### src/rtl/instruction_fetch.sv
// rtl/instruction_fetch.sv - two-state instruction fetch unit with a held instruction register and redirect
// Optional FETCH_BOUNDS_CHECK_EN adds a sticky addr_fault output for PC >= MEM_DEPTH.
module instruction_fetch #(
  parameter logic [15:0] RESET_PC  = 16'h0000,
  parameter int          MEM_DEPTH = 256
) (
  input  logic        clk,
  input  logic        reset_n,
  input  logic        enable,
  input  logic        redirect_valid,
  input  logic [15:0] redirect_target,
  output logic [15:0] inst_address,
  input  logic [31:0] read_data,
  output logic        ir_valid,
  input  logic        ir_ready,
  output logic [31:0] instruction,
  output logic [15:0] ir_pc
`ifdef FETCH_BOUNDS_CHECK_EN
  ,
  output logic        addr_fault
`endif
);

  typedef enum logic {
    FETCH = 1'b0,
    HOLD  = 1'b1
  } state_t;

  state_t      state, state_n;
  logic [15:0] pc, pc_n;
  logic        ir_valid_n;
  logic [31:0] instruction_n;
  logic [15:0] ir_pc_n;
  logic        in_range;
  logic        fault_q, fault_n;

  assign inst_address = pc;
  assign in_range     = (32'(pc) < MEM_DEPTH);

`ifdef FETCH_BOUNDS_CHECK_EN
  assign addr_fault = fault_q;
`else
  // Without the bounds check every address is fetchable; the fault flag stays at reset.
  logic unused_in_range;
  assign unused_in_range = in_range;
`endif

  always_comb begin
    state_n       = state;
    pc_n          = pc;
    ir_valid_n    = ir_valid;
    instruction_n = instruction;
    ir_pc_n       = ir_pc;
    fault_n       = fault_q;

    if (redirect_valid) begin
      // Redirect wins everywhere; a coincident handshake is simply absorbed.
      pc_n       = redirect_target;
      ir_valid_n = 1'b0;
      state_n    = FETCH;
      fault_n    = 1'b0;
    end else begin
      case (state)
        FETCH: begin
          if (enable) begin
`ifdef FETCH_BOUNDS_CHECK_EN
            if (!in_range) begin
              fault_n = 1'b1;
            end else begin
              instruction_n = read_data;
              ir_pc_n       = pc;
              pc_n          = pc + 16'd1;
              ir_valid_n    = 1'b1;
              state_n       = HOLD;
            end
`else
            instruction_n = read_data;
            ir_pc_n       = pc;
            pc_n          = pc + 16'd1;
            ir_valid_n    = 1'b1;
            state_n       = HOLD;
`endif
          end
        end
        HOLD: begin
          if (ir_valid && ir_ready) begin
            ir_valid_n = 1'b0;
            state_n    = FETCH;
          end
        end
        default: state_n = FETCH;
      endcase
    end
  end

  always_ff @(posedge clk or negedge reset_n) begin
    if (!reset_n) begin
      state       <= FETCH;
      pc          <= RESET_PC;
      ir_valid    <= 1'b0;
      instruction <= 32'h0;
      ir_pc       <= 16'h0;
      fault_q     <= 1'b0;
    end else begin
      state       <= state_n;
      pc          <= pc_n;
      ir_valid    <= ir_valid_n;
      instruction <= instruction_n;
      ir_pc       <= ir_pc_n;
      fault_q     <= fault_n;
    end
  end

endmodule
### config.mk
export PLATFORM = sky130hd
export DESIGN_NAME = instruction_fetch
export DESIGN_NICKNAME = d
export VERILOG_FILES = /design/src/rtl/instruction_fetch.sv
export SDC_FILE = /design/constraint.sdc
export NUM_CORES = 1
export LEC_CHECK = 0
export ABC_AREA = 1
export BUFFER_PORTS_ARGS = -buffer_cell sky130_fd_sc_hd__buf_2
export CORE_ASPECT_RATIO = 0.9
export CORE_MARGIN = 2
export CORE_UTILIZATION = 33
export DETAILED_ROUTE_END_ITERATION = 16
export GPL_TIMING_DRIVEN = 0
export PLACE_DENSITY = 0.64
export SLEW_MARGIN = 20
export SYNTH_ARGS = -nofsm -noshare
export SYNTH_HDL_FRONTEND = slang
export SYNTH_SLANG_ARGS = --single-unit
### constraint.sdc
create_clock -name clk -period 1.2 [get_ports clk]
set_input_delay 0.24 -clock clk [delete_from_list [all_inputs] [get_ports clk]]
set_output_delay 0.24 -clock clk [all_outputs]
set_load 0.005 [all_outputs]
==> key figures, run 1 <==
Status
  • Status: finished with violations
  • Failing checks: negative setup slack

Synth
  • Post-synth net total: between 400 and 500
  • Netlist cell types: 33
  • Synth area leaders: dfrtp_1, nand2_1, nand3_1, nor2_1, inv_1
  • Sequential-to-total area share from yosys stat: approximately 54%
  • Mapped Area: between 3000 and 4000 sq um
  • Yosys top cell by area: dfrtp_1
  • Syn_area_per_cell: ~8.4 sq um
  • Post-Synthesis Cells: 363
  • Synthesis warning total: 0
  • Yosys reg bits: 66
  • Synth top area share: between 50% and 60%

Routing
  • 1st-iter DRT viols: 162
  • Residual DRC: 0
  • Remaining antenna violation count: 0
  • DR pass1 iterations: 4
  • Via density per instance: about 4.6
  • DR vias: around 3000
  • Routed length per instance: ~14 microns
  • Final WL: 9.25 mm

CTS
  • Clock latency on the worst-skew pair: between 300 and 400 ps
  • CTS H-tree lvls: 3
  • Clock Sinks: 66
  • Clk slew on worst S/H paths: 70 ps
  • CTS tree: built
  • Number of CTS-inserted buffers: 9
  • CTS root buf: clkbuf_8
  • Clock tree buffer depth: 2

Critical path
  • CP startpoint: inst_address[4]
  • Crit path capture type: flip-flop
  • CP Max Fanout: 4
  • Critical R2R Capture: inst_address[12]
  • Startpoint Class: flip-flop
  • WS Path Type: reg2reg
  • Worst reg2reg startpoint: inst_address[4]
  • Worst Setup EP: inst_address[12]
  • Critical Path AT: 1510 ps
  • Critical Path RT: 1420 ps
  • Worst r2r path cells: 8
  • Setup slack, reg-to-reg: -90 ps

STA
  • Actual slew at the worst max-slew pin: around 550 ps
  • Final Setup Violations: 29
  • Hold_ws: about 96 ps
  • Max-slew violations: 0
  • Setup ws final: -94.8 ps
  • F_max: approximately 770 MHz
  • Tmin final: roughly 1300 ps
  • Clock skew: approximately 7.7 ps
  • RSZ-0062 raised after global routing: true
  • Final hold vios: 0
  • Final period util: 108%
  • Slew Limit Headroom: between 60% and 70%
  • Total negative slack: -1210 ps

Placed design
  • Post-DP HPWL: ~6 mm
  • Placed Cells: 602
  • Port bufs: between 100 and 150
  • RD Place Congestion: slightly below 0.9

Layout
  • Nets: 580
  • Layout cells sized above 1: between 40 and 50%
  • Seq. cell area: between 1500 and 2000 sq um
  • Antenna Cells: 0
  • Multi-input logic area: about 1400 sq um
  • Post-route insts no fill: 652
  • # fillers: between 800 and 900
  • P&R area growth vs syn: 51.5%

Floorplan
  • Die height: ~95 microns
  • Initial core utilization: between 30% and 40%
  • IO Pins: between 100 and 150
  • DIE AREA: ~10000 sq um
  • Rows: 33
  • Core Area: about 9000 sq um
  • Die width: approximately 110 microns

Global route
  • Vias in the first global route: approximately 2800
  • First-pass GRT wire length: around 14 mm
  • Largest net degree at the start of global routing: 38
  • Initial antenna violation count: 0
  • GR Util All Layers: about 18%
  • Gr ovfl total: 0

Pwr
  • Static leakage: about 2.5 nW
  • Power per standard cell area: 1410 nW/um^2
  • Peak VDD IR: 0.630 mV

Min path
  • Critical hold path startpoint: read_data[23]
  • Hold WC Path Type: in2reg

Run
  • Max-cap violations: 0
## per-stage QoR
stage | total power [mW] | util, % | area (sq um) | setup WS (ps)
floorplan | 3.60 | - | 3050 | -8.94
global placement | 4.29 | 41.9 | 3790 | -424
detailed placement | 4.34 | 42.1 | 3810 | -202
CTS | 6.34 | 47.3 | 4280 | -117
global route | 6.96 | 51.1 | 4620 | -163
finish | 6.52 | 51.1 | 4620 | -94.8
## layer usage
metal	global-route usage, %	share of wire (%)	up-vias
met5	0	0	-
met4	5.67	1.2	0
met3	5.88	6.5	11
met2	27.8	49	116
met1	23.3	44	1434
li1	-	-	1470
## placed cells by master (no fill, tap or decap), drive strengths merged, types with 2 or more instances in the layout
cell type / n
nand3b: 2
nand4: 4
nor2: 32
o21bai: 2
clkinv: 3
nand2: 175
nand3: 17
a31oi: 2
o2111ai: 2
xor2: 2
buf: 160
o21ai: 15
o211ai: 3
dfrtp: 66
a21oi: 2
clkbuf: 15
inv: 21
## timing repair
| action | 4_1_cts | 5_1_grt |
|---|---|---|
| buffers inserted | 14 | 16 |
| endpoints found under the setup margin | 69 | 71 |
| gates cloned | 2 | 3 |
| hold endpoints to repair | 29 | 0 |
| pin swaps | 14 | 18 |
| gates resized for setup | 43 | 56 |
| hold buffers | 1 | 0 |
## where the power goes
group | leakage, nW | total [mW] | internal, mW | switching [mW]
Combinational | 1.57 | 1.76 | 0.869 | 0.886
Clock | 0.0962 | 1.82 | 1.00 | 0.816
Sequential | 0.797 | 2.95 | 2.64 | 0.313
## kinds of logic after synthesis
group,after synthesis,share of synthesized area (%)
AOI/OAI and AO/OA,28,5.66
buffers and inverters,35,5.74
adders and majority gates,1,0.410
and+or+nand+nor,231,33.5
xor gates and xnor gates,2,0.574
DFF,66,54.1
## how the worst min path moves through the flow
stage                                 end  slack (ps)  cells after the start
after floorplan           inst_address[0]         -60                      0
after global placement    instruction[25]         430                      3
after detailed placement         ir_pc[2]         200                      1
after CTS                 instruction[27]          70                      3
after global routing       instruction[5]          80                      3
final                     instruction[23]         100                      3
## flip-flops by register name (all words and copies together), names as in the netlist
register	count
instruction	32
inst_address	16
ir_pc	16
ir_valid	1
state	1
## cell usage after synthesis
cell / instances
o21ai_1: 9
or2_2: 1
o21bai_1: 2
a22o_1: 1
nor2_4: 4
nand2_1: 167
nand4_1: 4
buf_2: 7
clkbuf_1: 1
a31oi_1: 2
buf_6: 3
o21ai_0: 6
nand2_4: 1
nor2_1: 21
dfrtp_1: 66
nand2_2: 5
nor3_1: 1
buf_4: 2
o2111ai_1: 2
nor2_2: 5
nand3b_1: 2
ha_1: 1
nand2_8: 1
o211ai_1: 2
o211ai_2: 1
clkinv_4: 1
a21oi_1: 2
xor2_1: 2
nor2_8: 2
inv_1: 18
nand3_1: 17
o22ai_1: 1
inv_2: 3
## worst max-delay path, stage by stage (launching register included)
cell and delay, ps:
dfrtp_2 440, buf_4 140, nand2_1 60, nor2_2 140, nand2_2 90, nor2_1 90, nand2_1 60, nand3_1 90
nand3_1 70
## area by class of cell
class,instances,area share (%)
Clock buffer,12,3.14
Tap cell,122,3.30
Sequential cell,66,36.0
Buffer,13,3.33
Multi-Input combinational cell,263,30.7
Inverter,22,2.00
Clock inverter,3,0.867
Timing Repair Buffer,151,20.6
No activity file was read; power rests on OpenSTA's default activity.
==> inputs of run 2 (changes only) <==
- BUFFER_PORTS_ARGS: -buffer_cell sky130_fd_sc_hd__buf_2 -> -buffer_cell sky130_fd_sc_hd__buf_4
- CTS_CLUSTER_SIZE: default -> 25
- PLACE_DENSITY: 0.64 -> 0.62
- clock period: 1.2 -> 1.45 ns (I/O delays scaled with it)
==> key figures, run 2 (same netlist as run 1, synthesis figures left out) <==
Status
  • Status: complete, no violations (was finished with violations)

STA
  • F_max: 740 MHz (was 772 MHz)
  • Final period util: 93.2% (was 108%)
  • Final Setup Violations: 0 (was 29)
  • Hold_ws: 51.5 ps (was 95.8 ps)
  • Actual slew at the worst max-slew pin: 841 ps (was 554 ps)
  • Clock skew: 10.4 ps (was 7.75 ps)
  • Setup ws final: 98.7 ps (was -94.8 ps)
  • Final hold vios: 0 (unchanged)
  • RSZ-0062 raised after global routing: false (was true)
  • Max-slew violations: 0 (unchanged)
  • Total negative slack: 0 ps (was -1210 ps)
  • Slew Limit Headroom: 43.9% (was 63.1%)
  • Tmin final: 1350 ps (was 1290 ps)

Placed design
  • Port bufs: 116 (unchanged)
  • Post-Place Setup Slack: -17.9 ps (was -202 ps)
  • RD Place Congestion: 0.860 (was 0.865)
  • Post-DP HPWL: 6.14 mm (was 6.08 mm)

CTS
  • Clock tree buffer depth: 2 (unchanged)
  • CTS root buf: clkbuf_8 (unchanged)
  • CTS tree: built (unchanged)
  • CTS H-tree lvls: 3 (unchanged)
  • Clock Sinks: 66 (unchanged)
  • Clock latency on the worst-skew pair: 340 ps (was 330 ps)
  • Clk slew on worst S/H paths: 80 ps (was 70 ps)
  • Number of CTS-inserted buffers: 9 (unchanged)

Run
  • Max-cap violations: 0 (unchanged)

Layout
  • Nets: 547 (was 580)
  • Layout cells sized above 1: 36.1% (was 48.1%)
  • Max FFs per register: 32 (unchanged)
  • Antenna Cells: 0 (unchanged)
  • Commonest cells after routing, fill and taps aside: nand2_1, buf_4, dfrtp_1 (was nand2_1, buf_2, dfrtp_1)
  • Most flop-heavy register: instruction (unchanged)
  • P&R area growth vs syn: 42.1% (was 51.5%)
  • Most common cell after layout, fill and taps aside: nand2_1 (unchanged)
  • Final Util: 47.9% (was 51.1%)

Floorplan
  • IO Pins: 118 (unchanged)
  • Die height: 95.2 microns (unchanged)
  • Rows: 33 (unchanged)
  • Die width: 105 microns (unchanged)
  • Core Area: 9040 sq um (unchanged)
  • DIE AREA: 10000 sq um (unchanged)
  • Initial core utilization: 33.7% (unchanged)

Critical path
  • CP startpoint: inst_address[9] (was inst_address[4])
  • WS Path Type: reg2reg (unchanged)
  • Startpoint Class: flip-flop (unchanged)
  • Critical Path AT: 1560 ps (was 1510 ps)
  • Crit path capture type: flip-flop (unchanged)
  • CP Max Fanout: 5 (was 4)
  • Worst reg2reg startpoint: inst_address[9] (was inst_address[4])
  • Critical Path RT: 1660 ps (was 1420 ps)

Global route
  • Largest net degree at the start of global routing: 67 (was 38)
  • First-pass GRT wire length: 13.6 mm (was 13.8 mm)
  • Vias in the first global route: 2780 (was 2755)
  • Gr ovfl total: 0 (unchanged)
  • GR Util All Layers: 17.5% (was 17.7%)
  • Initial antenna violation count: 0 (unchanged)

Pwr
  • Power per standard cell area: 1270 nW/um^2 (was 1410 nW/um^2)
  • Static leakage: 2.27 nW (was 2.46 nW)
  • Peak VDD IR: 0.651 mV (was 0.630 mV)
  • Overall Power: 5.49 mW (was 6.52 mW)

Routing
  • 1st-iter DRT viols: 200 (was 162)
  • Via density per instance: 4.68 (was 4.65)
  • Residual DRC: 0 (unchanged)
  • Final WL: 8.56 mm (was 9.25 mm)
  • DR vias: 2900 (was 3031)
  • Routed length per instance: 13.8 microns (was 14.2 microns)
  • Remaining antenna violation count: 0 (unchanged)
  • DR pass1 iterations: 4 (unchanged)

Min path
  • Hold WC Path Type: in2async (was in2reg)
-- run 2: changes by cell type in the layout (fill, tap and decap cells not counted), sizes merged --
cell         delta
buf            -29
nand2           -1
bufinv          +1
dlygate4sd3     -1
clkinv          -1
clkinvlp        +1
clkbuf          -2
-- run 2: worst max-delay path: stages, from the launching register on --
cell and delay, ps:
dfrtp_1 440, nand2_1 140, nor2_2 160, inv_1 60, nor2_2 180, nand2_1 70
nand3_1 80, nand3b_1 100
-- run 2: what timing repair did --
item,CTS,global route
hold buffers,0,0
pin swaps,0,3
buffers inserted,0,3
resized for setup,1,13
endpoints found under the setup margin,1,9
-- run 2: area by class of cell --
cell class                 count  area [sq um]
sequential                    66          1660
inverter                      22          87.6
fill                         904          4710
clock inverter                 4          76.3
clock buffer                  12           135
tap                          122           153
buffer                        13          91.3
multi-input combinational    262          1240
timing repair buffer         119           893
-- run 2: report_power, final --
group / total (mW) / internal [mW] / switching (mW)
logic: 1.35 / 0.728 / 0.619
registers: 2.45 / 2.18 / 0.265
clock network: 1.69 / 0.974 / 0.720
-- run 2: metal layers --
metal / share of wire [%] / GRT usage, % / up-vias
met5: 0 / 0 / -
met4: 1.2 / 5.33 / 0
met3: 9.8 / 6.84 / 8
met2: 46 / 27.8 / 123
met1: 43 / 22.1 / 1368
li1: - / - / 1401
-- run 2: per-stage QoR --
step,instances,area [sq um]
after detailed placement,601,4070
after global routing,620,4340
final,620,4340
after CTS,617,4290
after floorplan,363,3050
after global placement,601,4070
-- run 2: final timing paths --
kind	endpoint	slack, ps	cells past startpoint
setup reg to reg	inst_address[15]	100	7
hold reg to reg	instruction[8]	480	2
hold / removal	ir_pc[4]	50	1
setup / recovery	inst_address[15]	100	7
min in group clk	instruction[29]	140	3
max in group asynchronous	inst_address[4]	810	1
==> inputs of run 3 (changes only) <==
- clock period: 1.45 -> 1.7 ns (I/O delays scaled with it)
==> key figures, run 3 (same netlist as run 1, synthesis figures left out) <==
Global route
  • Vias in the first global route: 2782 (was 2780)
  • GR peak layer: met2 (unchanged)
  • Initial antenna violation count: 0 (unchanged)
  • GR Util All Layers: 17.4% (was 17.5%)
  • Met1 Use GR: 22.0% (was 22.1%)
  • Gr ovfl total: 0 (unchanged)
  • Met3 Resource Use GR: 6.84% (unchanged)
  • Global Route met2 Usage: 27.8% (unchanged)
  • First-pass GRT wire length: 13.6 mm (about the same)
  • Largest net degree at the start of global routing: 67 (unchanged)

Floorplan
  • Die width: 105 microns (unchanged)
  • Die height: 95.2 microns (unchanged)
  • Initial core utilization: 33.7% (unchanged)
  • Core Area: 9040 sq um (unchanged)
  • Rows: 33 (unchanged)
  • DIE AREA: 10000 sq um (unchanged)
  • IO Pins: 118 (unchanged)

CTS
  • CTS root buf: clkbuf_8 (unchanged)
  • Clock tree buffer depth: 2 (unchanged)
  • Number of CTS-inserted buffers: 9 (unchanged)
  • Clk slew on worst S/H paths: 70 ps (was 80 ps)
  • CTS tree: built (unchanged)
  • Hold_buf cts: 0 (unchanged)
  • Post-CTS Resized: 0 (was 1)
  • Clock Sinks: 66 (unchanged)
  • Post-CTS setup buffers: 0 (unchanged)
  • Clock latency on the worst-skew pair: 340 ps (about the same)
  • CTS H-tree lvls: 3 (unchanged)

Routing
  • Final WL: 8.52 mm (was 8.56 mm)
  • Via density per instance: 4.67 (was 4.68)
  • Routed length per instance: 13.8 microns (about the same)
  • DR vias: 2883 (was 2900)
  • DR pass1 iterations: 4 (unchanged)
  • 1st-iter DRT viols: 185 (was 200)
  • Remaining antenna violation count: 0 (unchanged)
  • Residual DRC: 0 (unchanged)

STA
  • Final hold vios: 0 (unchanged)
  • Actual slew at the worst max-slew pin: 846 ps (was 841 ps)
  • Total negative slack: 0 ps (unchanged)
  • Max-slew violations: 0 (unchanged)
  • Clock skew: 8.52 ps (was 10.4 ps)
  • Final Setup Violations: 0 (unchanged)
  • F_max: 681 MHz (was 740 MHz)
  • RSZ-0062 raised after global routing: false (unchanged)
  • Slew Limit Headroom: 43.6% (was 43.9%)
  • Tmin final: 1470 ps (was 1350 ps)
  • Final period util: 86.4% (was 93.2%)

Critical path
  • Setup slack, reg-to-reg: 230 ps (was 100 ps)
  • Worst reg2reg startpoint: inst_address[3] (was inst_address[9])
  • CP Max Fanout: 7 (was 5)
  • Worst r2r path cells: 7 (unchanged)
  • WS Path Type: reg2reg (unchanged)
  • Crit path capture type: flip-flop (unchanged)
  • Critical Path RT: 1910 ps (was 1660 ps)
  • Critical R2R Capture: inst_address[15] (unchanged)
  • Startpoint Class: flip-flop (unchanged)
  • Critical Path AT: 1680 ps (was 1560 ps)

Status
  • Status: complete, no violations (unchanged)

Layout
  • Layout cells sized above 1: 33.3% (was 36.1%)
  • # fillers: 912 (was 904)
  • Most flop-heavy register: instruction (unchanged)
  • Commonest cells after routing, fill and taps aside: nand2_1, buf_4, dfrtp_1 (unchanged)
  • Antenna Cells: 0 (unchanged)
  • Multi-input logic area: 1220 sq um (was 1240 sq um)
  • Nets: 544 (was 547)
  • Max FFs per register: 32 (unchanged)
  • Most common cell after layout, fill and taps aside: nand2_1 (unchanged)
  • Seq. cell area: 1650 sq um (was 1660 sq um)
  • P&R area growth vs syn: 40.5% (was 42.1%)

Placed design
  • RD Place Congestion: 0.860 (unchanged)
  • Port bufs: 116 (unchanged)
  • Post-DP HPWL: 6.14 mm (unchanged)

Min path
  • Hold WC Path Type: in2async (unchanged)

Pwr
  • Static leakage: 2.27 nW (about the same)
  • Power per standard cell area: 1090 nW/um^2 (was 1270 nW/um^2)
  • Overall Power: 4.66 mW (was 5.49 mW)
  • Peak VDD IR: 0.561 mV (was 0.651 mV)

Run
  • Max-cap violations: 0 (unchanged)
-- run 3: cell types whose count changed in the layout (fill, tap and decap cells not counted), sizes merged --
cell / before / now
buf: 131 / 128
-- run 3: how the worst max path moves through the flow --
stage                               start                to  slack (ps)  cells after the start
after floorplan           inst_address[0]  inst_address[12]         480                      8
after detailed placement  inst_address[3]  inst_address[15]         230                      7
after global placement    inst_address[0]  inst_address[12]         320                      8
after CTS                 inst_address[3]  inst_address[15]         220                      7
final                     inst_address[3]  inst_address[15]         230                      7
after global routing      inst_address[0]  inst_address[12]         100                      8
-- run 3: critical path, cell delays in order (launching register included) --
cell	delay (ps)
dfrtp_1	550
nand2_2	150
nor2_4	140
nand2_4	80
nor2_2	160
nand2_1	70
nand3_1	80
nand3b_1	100
-- run 3: per-layer routing --
metal / vias up / part of all wire, %
met3: 9 / 9.4
met1: 1361 / 44
met4: 0 / 1.3
met5: - / 0
met2: 114 / 46
li1: 1399 / -
-- run 3: area by class of cell --
type	count	share of cell area [%]
sequential	66	38.5
multi-input combinational	262	28.6
timing repair buffer	116	20.3
tap	122	3.56
clock buffer	12	3.15
buffer	13	2.04
inverter	22	2.04
clock inverter	4	1.78
-- run 3: report_power, final --
part / switching (mW) / total [mW] / internal, mW
registers: 0.230 / 2.09 / 1.86
logic: 0.520 / 1.13 / 0.609
clock network: 0.612 / 1.44 / 0.831
-- run 3: through the flow --
step | hold WS [ps] | cell area [sq um] | setup slack (ps) | utilization [%] | cells
2_1_floorplan | 44.4 | 3050 | 480 | - | 363
3_3_place_gp | 459 | 4070 | 318 | 45.1 | 601
3_5_place_dp | 466 | 4070 | 232 | 45.1 | 601
4_1_cts | 138 | 4290 | 221 | 47.4 | 617
5_1_grt | 166 | 4290 | 95.2 | 47.4 | 617
6_report | 102 | 4290 | 231 | 47.4 | 617
